<file path="src/rtl/clk_div_pkg.sv">
// Shared types and helpers for the even clock divider controller.
// Holds the FSM state enum, the reset ratio and the ratio legality check.
package clk_div_pkg;

  localparam int DEF_DIV = 8;

  typedef enum logic [1:0] {
    IDLE = 2'd0,
    RUN  = 2'd1,
    STOP = 2'd2
  } state_t;

  // A ratio is usable when it is even and at least 2.
  function automatic logic legal_div(input logic [31:0] div);
    return (div[0] == 1'b0) && (div >= 32'd2);
  endfunction

endpackage

</file>
<file path="src/rtl/clk_div_core.sv">
// Half-period counter and clk_div toggle flop.
// Ports: clk, rst (async high), run, load (cnt clear), half, clk_div, pb.
module clk_div_core #(
  parameter int CNT_W = 8
) (
  input  logic             clk,
  input  logic             rst,
  input  logic             run,
  input  logic             load,
  input  logic [CNT_W-1:0] half,
  output logic             clk_div,
  output logic             pb
);

  localparam logic [CNT_W-1:0] ONE = {{(CNT_W-1){1'b0}}, 1'b1};

  logic [CNT_W-1:0] cnt;
  logic             at_end;

  assign at_end = (cnt == half - ONE);

  // Period boundary: last cycle of the high phase.
  assign pb = run & at_end & clk_div;

  always_ff @(posedge clk or posedge rst) begin
    if (rst) begin
      cnt     <= '0;
      clk_div <= 1'b0;
    end else if (!run) begin
      cnt     <= '0;
      clk_div <= 1'b0;
    end else begin
      if (at_end) begin
        clk_div <= ~clk_div;
      end
      if (at_end || load) begin
        cnt <= '0;
      end else begin
        cnt <= cnt + ONE;
      end
    end
  end

endmodule

</file>
<file path="src/rtl/clk_div_sched.sv">
// Run-time controller for the even clock divider: FSM, ratio slot, apply.
// Ports: clk, rst, en, cfg_valid/cfg_div/cfg_ready/cfg_err, clk_div,
//   cur_div, active, sw_done; pcnt[15:0] when CLK_DIV_SCHED_PCNT_EN is defined.
module clk_div_sched #(
  parameter int CNT_W   = 8,
  parameter int DEF_DIV = clk_div_pkg::DEF_DIV
) (
  input  logic             clk,
  input  logic             rst,
  input  logic             en,
  input  logic             cfg_valid,
  input  logic [CNT_W-1:0] cfg_div,
  output logic             cfg_ready,
  output logic             cfg_err,
  output logic             clk_div,
  output logic [CNT_W-1:0] cur_div,
  output logic             active,
  output logic             sw_done
`ifdef CLK_DIV_SCHED_PCNT_EN
  ,
  output logic [15:0]      pcnt
`endif
);

  import clk_div_pkg::*;

  state_t           state;
  state_t           state_nxt;
  logic [CNT_W-1:0] pend;
  logic             pend_vld;
  logic [CNT_W-1:0] half;
  logic             run;
  logic             pb;
  logic             xfer;
  logic             cfg_ok;
  logic             apply;

  assign cfg_ready = ~pend_vld;
  assign xfer      = cfg_valid & cfg_ready;
  assign cfg_ok    = legal_div(32'(cfg_div));
  assign half      = cur_div >> 1;
  assign run       = (state != IDLE);
  assign active    = run;

  // pend_vld is only set after the transfer edge, so a PB in the
  // transfer cycle itself can never apply it.
  assign apply = pend_vld & (pb | (state == IDLE));

  clk_div_core #(
    .CNT_W (CNT_W)
  ) u_core (
    .clk     (clk),
    .rst     (rst),
    .run     (run),
    .load    (apply),
    .half    (half),
    .clk_div (clk_div),
    .pb      (pb)
  );

  always_comb begin
    state_nxt = state;
    unique case (state)
      IDLE: if (en) state_nxt = RUN;
      RUN:  if (!en) state_nxt = STOP;
      // Re-enable wins over the boundary so output continues seamlessly.
      STOP: begin
        if (en) begin
          state_nxt = RUN;
        end else if (pb) begin
          state_nxt = IDLE;
        end
      end
      default: state_nxt = IDLE;
    endcase
  end

  always_ff @(posedge clk or posedge rst) begin
    if (rst) begin
      state    <= IDLE;
      cur_div  <= CNT_W'(DEF_DIV);
      pend     <= '0;
      pend_vld <= 1'b0;
      cfg_err  <= 1'b0;
      sw_done  <= 1'b0;
    end else begin
      state   <= state_nxt;
      cfg_err <= xfer & ~cfg_ok;
      sw_done <= apply;
      if (apply) begin
        cur_div  <= pend;
        pend_vld <= 1'b0;
      end else if (xfer && cfg_ok) begin
        pend     <= cfg_div;
        pend_vld <= 1'b1;
      end
    end
  end

`ifdef CLK_DIV_SCHED_PCNT_EN
  always_ff @(posedge clk or posedge rst) begin
    if (rst) begin
      pcnt <= '0;
    end else if (apply) begin
      pcnt <= '0;
    end else if (pb && pcnt != 16'hFFFF) begin
      pcnt <= pcnt + 16'd1;
    end
  end
`endif

endmodule
</file>
<file path="config.mk">
export PLATFORM = sky130hd
export DESIGN_NAME = clk_div_sched
export DESIGN_NICKNAME = d
export VERILOG_FILES = /design/src/rtl/clk_div_pkg.sv /design/src/rtl/clk_div_core.sv /design/src/rtl/clk_div_sched.sv
export SDC_FILE = /design/constraint.sdc
export NUM_CORES = 1
export LEC_CHECK = 0
export CAP_MARGIN = 20
export CORE_AREA = 2 2 74 62
export CTS_CLUSTER_SIZE = 16
export DETAILED_ROUTE_END_ITERATION = 16
export DIE_AREA = 0 0 76 64
export GPL_ROUTABILITY_DRIVEN = 0
export PLACE_DENSITY = 0.6
export SLEW_MARGIN = 5
export SYNTH_ARGS = -nofsm -noshare
export SYNTH_HDL_FRONTEND = slang
export SYNTH_SLANG_ARGS = --single-unit
</file>
<file path="constraint.sdc">
create_clock -name clk -period 3.36 [get_ports clk]
set_input_delay 0.504 -clock clk [delete_from_list [all_inputs] [get_ports clk]]
set_output_delay 0.504 -clock clk [all_outputs]
set_load 0.02 [all_outputs]
</file>
* Word-level counts from Yosys, hierarchy flattened
Index checks and enable logic that the tools add are counted.
** Word-level totals
- Flip-flop bits (word level) :: 30
- Input port bits :: 12
- Output and inout bits :: 13
- Word-level logic and storage cells :: 48
** Cells by class
- Add/subtract/negate cells :: 2
- Order comparisons :: 1
- Equality and inequality tests :: 7
- Mux-type cells :: 11
- Bitwise operators :: 11
- Reduce and logical (&&, ||, !) cells :: 8
** Operators with widths (number)
- 2-to-1 mux 8 bit :: 2
- adder 8 x 1 -> 8 bit, second input constant :: 1
- equality test 8 bit :: 1
- >= comparator 8 x 2 -> 1 bit, second input constant :: 1
- 2-to-1 mux 2 bit :: 4
- subtractor 7 x 1 -> 8 bit, second input constant :: 1
- inequality test 2 bit, second input constant :: 3
- one-hot mux 2 bit (3 select lines) :: 1
- AND 1 bit :: 5
- NOT 1 bit :: 5
- 2-to-1 mux 1 bit :: 4
- nonzero test 2 bit :: 2
- inequality test 3 bit, second input constant :: 1
- AND reduction 3 bit :: 1
- equality test 2 x 1 -> 1 bit, second input constant :: 1
- equality test 2 bit, second input constant :: 1
- logical AND 1 bit :: 2
- zero test 2 bit :: 1
- AND reduction 2 bit :: 1
- logical OR 1 bit :: 1
- OR 1 bit :: 1

* Depth between registers and ports, before layout
- Word-level depth :: 9
- Depth in mapped cells :: 8
- Gate-level depth less buffers :: 8

* Modules after synthesis
A second synthesis with hierarchy kept.
** Unflattened totals
- Cells, all modules :: 128
- Area total of the unflattened synthesis :: 1476.4 sq um
** Modules (own cells, without submodules)
- clk_div_sched :: instances 1, cells each 54, area each 815.8 sq um
- clk_div_core :: instances 1, cells each 74, area each 660.6 sq um

* Least setup slack after synthesis
No wires, ideal clock.
- Path type :: register -> register
- Start point :: reg cur_div[2]
- End point :: reg cur_div[0]
- Arrival time :: 2.588 ns
- Data required time :: 3.235 ns
- Slack :: 0.647 ns
- Cell stages (with the launch flop) :: 7
- Buffers on the path :: 0
- Period minus slack after synthesis :: 2.713 ns
- Cells stage by stage :: dfrtp_1 -> or4_1 -> or3_1 -> a2111oi_2 -> o2111ai_2 -> o22ai_4 -> mux2_2
** On the way
- Word-level cells in the longest chain between the ends :: 6
** Ends and longest elaborated chain
- start: declaration :: RTL line clk_div_sched.sv:16 : output logic [CNT_W-1:0] cur_div,
- start signal: assignment :: RTL line clk_div_sched.sv:81 : cur_div <= CNT_W'(DEF_DIV);
- start signal: assignment :: RTL line clk_div_sched.sv:91 : cur_div <= pend;
- subtractor 7 x 1 -> 8 bit :: RTL line clk_div_core.sv:20 : assign at_end = (cnt == half - ONE);
- equality test 8 bit :: RTL line clk_div_core.sv:20
- AND 1 bit (2 in series) :: RTL line clk_div_core.sv:23 : assign pb = run & at_end & clk_div;
- OR 1 bit :: RTL line clk_div_sched.sv:47 : assign apply = pend_vld & (pb | (state == IDLE));
- AND 1 bit :: RTL line clk_div_sched.sv:47
- net apply :: RTL line clk_div_sched.sv:36 : logic apply;
The timed path passes the listed nets, and every way through them passes these cells.
A chain may end at the register's enable or synchronous reset.

* Worst setup path in the final report
- Start point :: reg cur_div[2]
- End point :: reg cur_div[1]
The elaborated chain is that of the path after synthesis.

==> results.ini <==
[status]
status=finished clean

[worst_setup_path]
rrSetupSlack_ps=460
critPathCaptureType=register
cp_max_fo=10
reg2reg_from=cur_div[2]
start_kind=register
cp-startpoint=cur_div[2]
required_ps=3520
r2r_cells=6
arrival_ps=3060
timing.rr.end=cur_div[1]
critical_path_class=register to register

[pwr]
p_leak_nw=0.749
power_density_nw_per_um2=834
p_total_mw=1.49
vdd_drop_max_v=0.000462

[detailed_routing]
top_layer_used=met4
drc=0
routed-wl-met2_um=1350
vias=957
routedWlPerCell_um=13.8
wl_met1_um=1310
wl_met3_um=110
wl_um=2810
drtIter0Drc=64
vias_per_cell=4.69
detail-route-antenna-nets=0
firstDrtPassIters=4

[cells_and_area]
drive_above_1_share=0.190
nets=160
diodes=0
num-fill-cells=382
synthToLayoutAreaGrowth_pct=29.3

[synth]
yosysMostFrequentCell=dfrtp_1
synthDistinctLibCells=27
synth.area.top_cells=dfrtp_1, mux2_2, xnor2_1, xor2_1, nor2_1
ys_seq_area_frac=0.543
synth_warnings=0
ys_ff_latch=30
postSynthAreaPerCell_sq_um=12.0
synth_top_area_share=0.524
syn_nets=129
syn_inst=115
synth_edf_count=0
synthArstFlopShare=1.00
ys.flop_type=dfrtp_1
syn-cell-area_sq_um=1380
synthTopCellsByCount=dfrtp_1, mux2_2, nor2_1
yosysTopAreaCell=dfrtp_1

[clock_network]
cts-root-to-sink-buffers=2
postCtsHoldBufs=0
cts_buffers=5
cts_max_level=2
cts.clk_slew.worst_paths_ps=60
post-cts-setup-buffers=0
cts_tree=done
root_buffer=clkbuf_8
cts.repair.resized=0
numClockSinks=30
worstSkewPairLatency_ps=280

[timing]
timing.fmax_ghz=0.345
worst_slew_pin_slew_ps=541
maxSlewViolCount=0
fin_crit_ps=2900
rsz0062_at_grt=false
relSlewSlack=0.636
setup-violations-final=0
hold_violations=0
fin_skew_ps=4.86
fin_crit_sh=0.863
tns_ps=0

[grt]
grt_overflow_total=0
antenna_found_initial=0
grt.total_usage=0.126
grt_pass1_vias=1009
grt_max_degree=31
grt_pass1_wl_um=4730

[job]
cap_violations=0

[die]
initial_core_util=0.340
die_height_um=64
core-area_sq_um=4070
rows=21
die_x_um=76
dieArea_sq_um=4860
ioPinCount=25

[placement]
dp_hpwl_um=2030
io_buffer_count=24

[hold_path]
min_delay_worst_endpoint=cfg_err
min_path_type=register to register
hold_start=pend_vld
hold_depth=1

-- metal layers --
metal | global-route usage | vias up
met4 | 0.0636 | 0
met1 | 0.150 | 474
met3 | 0.0395 | 5
met2 | 0.206 | 22
met5 | 0 | -
li1 | - | 456
-- worst max-delay path, cell delays in order, from the launching register on --
cell and delay [ps]:
dfrtp_1 440, or4_1 550, or3_1 340, a2111oi_2 400
o2111ai_2 280, o22ai_4 380, mux2_2 390
-- placed cells by master (no fill, tap or decap), types with 2 or more instances in the layout --
cell             synthesis  routed
dfrtp_1                 29      29
clkdlybuf4s50_1          0      24
mux2_2                  15      15
nor2_1                  13      13
xnor2_1                 11      11
xor2_1                   6       6
clkbuf_8                 0       6
inv_1                    5       5
nand2_1                  5       5
nor3_1                   4       4
and3_1                   4       4
nor4_1                   2       2
a21oi_1                  2       2
nor3b_1                  2       2
nand3_1                  2       2
ha_1                     2       2
clkbuf_1                 1       2
-- through the flow --
| step | util | hold slack [ps] | setup slack [ps] | cells | instance area (sq um) |
|---|---|---|---|---|---|
| after detailed placement | 0.417 | 485 | 491 | 196 | 1700 |
| after CTS | 0.439 | 498 | 479 | 204 | 1790 |
| after global routing | 0.439 | 512 | 298 | 204 | 1790 |
| final | 0.439 | 493 | 461 | 204 | 1790 |
| after global placement | 0.417 | 481 | 582 | 196 | 1700 |
| after floorplan | - | 454 | 647 | 115 | 1380 |
-- registers in the layout (all words and copies together) (netlist names) --
| register | cells |
|---|---|
| u_core.clk_div | 1 |
| sw_done | 1 |
| u_core.cnt | 8 |
| cfg_err | 1 |
| pend | 8 |
| cur_div | 8 |
| pend_vld | 1 |
| state | 2 |
-- power breakdown --
| part | total (mW) | switching, mW | internal (mW) |
|---|---|---|---|
| clock | 0.296 | 0.129 | 0.167 |
| sequential | 0.613 | 0.130 | 0.483 |
| combinational | 0.583 | 0.271 | 0.312 |
| total | 1.49 | 0.530 | 0.962 |
-- worst max-delay path by stage --
| stage | slack (ps) | end |
|---|---|---|
| 6_report | 460 | cur_div[1] |
| 5_1_grt | 300 | cur_div[1] |
| 4_1_cts | 480 | cur_div[1] |
| 3_5_place_dp | 490 | cur_div[1] |
| 3_3_place_gp | 580 | cur_div[7] |
| 2_1_floorplan | 650 | cur_div[0] |
-- cells by family after synthesis --
kind of cell	share of synthesized area
muxes	0.122
buffers and inverters	0.0163
and+or+nand+nor	0.139
adders and majority gates	0.0181
xor gates and xnor gates	0.108
DFF	0.543
AOI/OAI and AO/OA	0.0533
-- area by class of cell --
type | instances | area (sq um) | area share
Sequential cell | 30 | 752 | 0.420
Clock buffer | 8 | 90.1 | 0.0503
Multi-Input combinational cell | 79 | 609 | 0.341
Tap cell | 57 | 71.3 | 0.0399
Inverter | 5 | 18.8 | 0.0105
Timing Repair Buffer | 25 | 248 | 0.138
No activity file was read; power rests on OpenSTA's default activity.
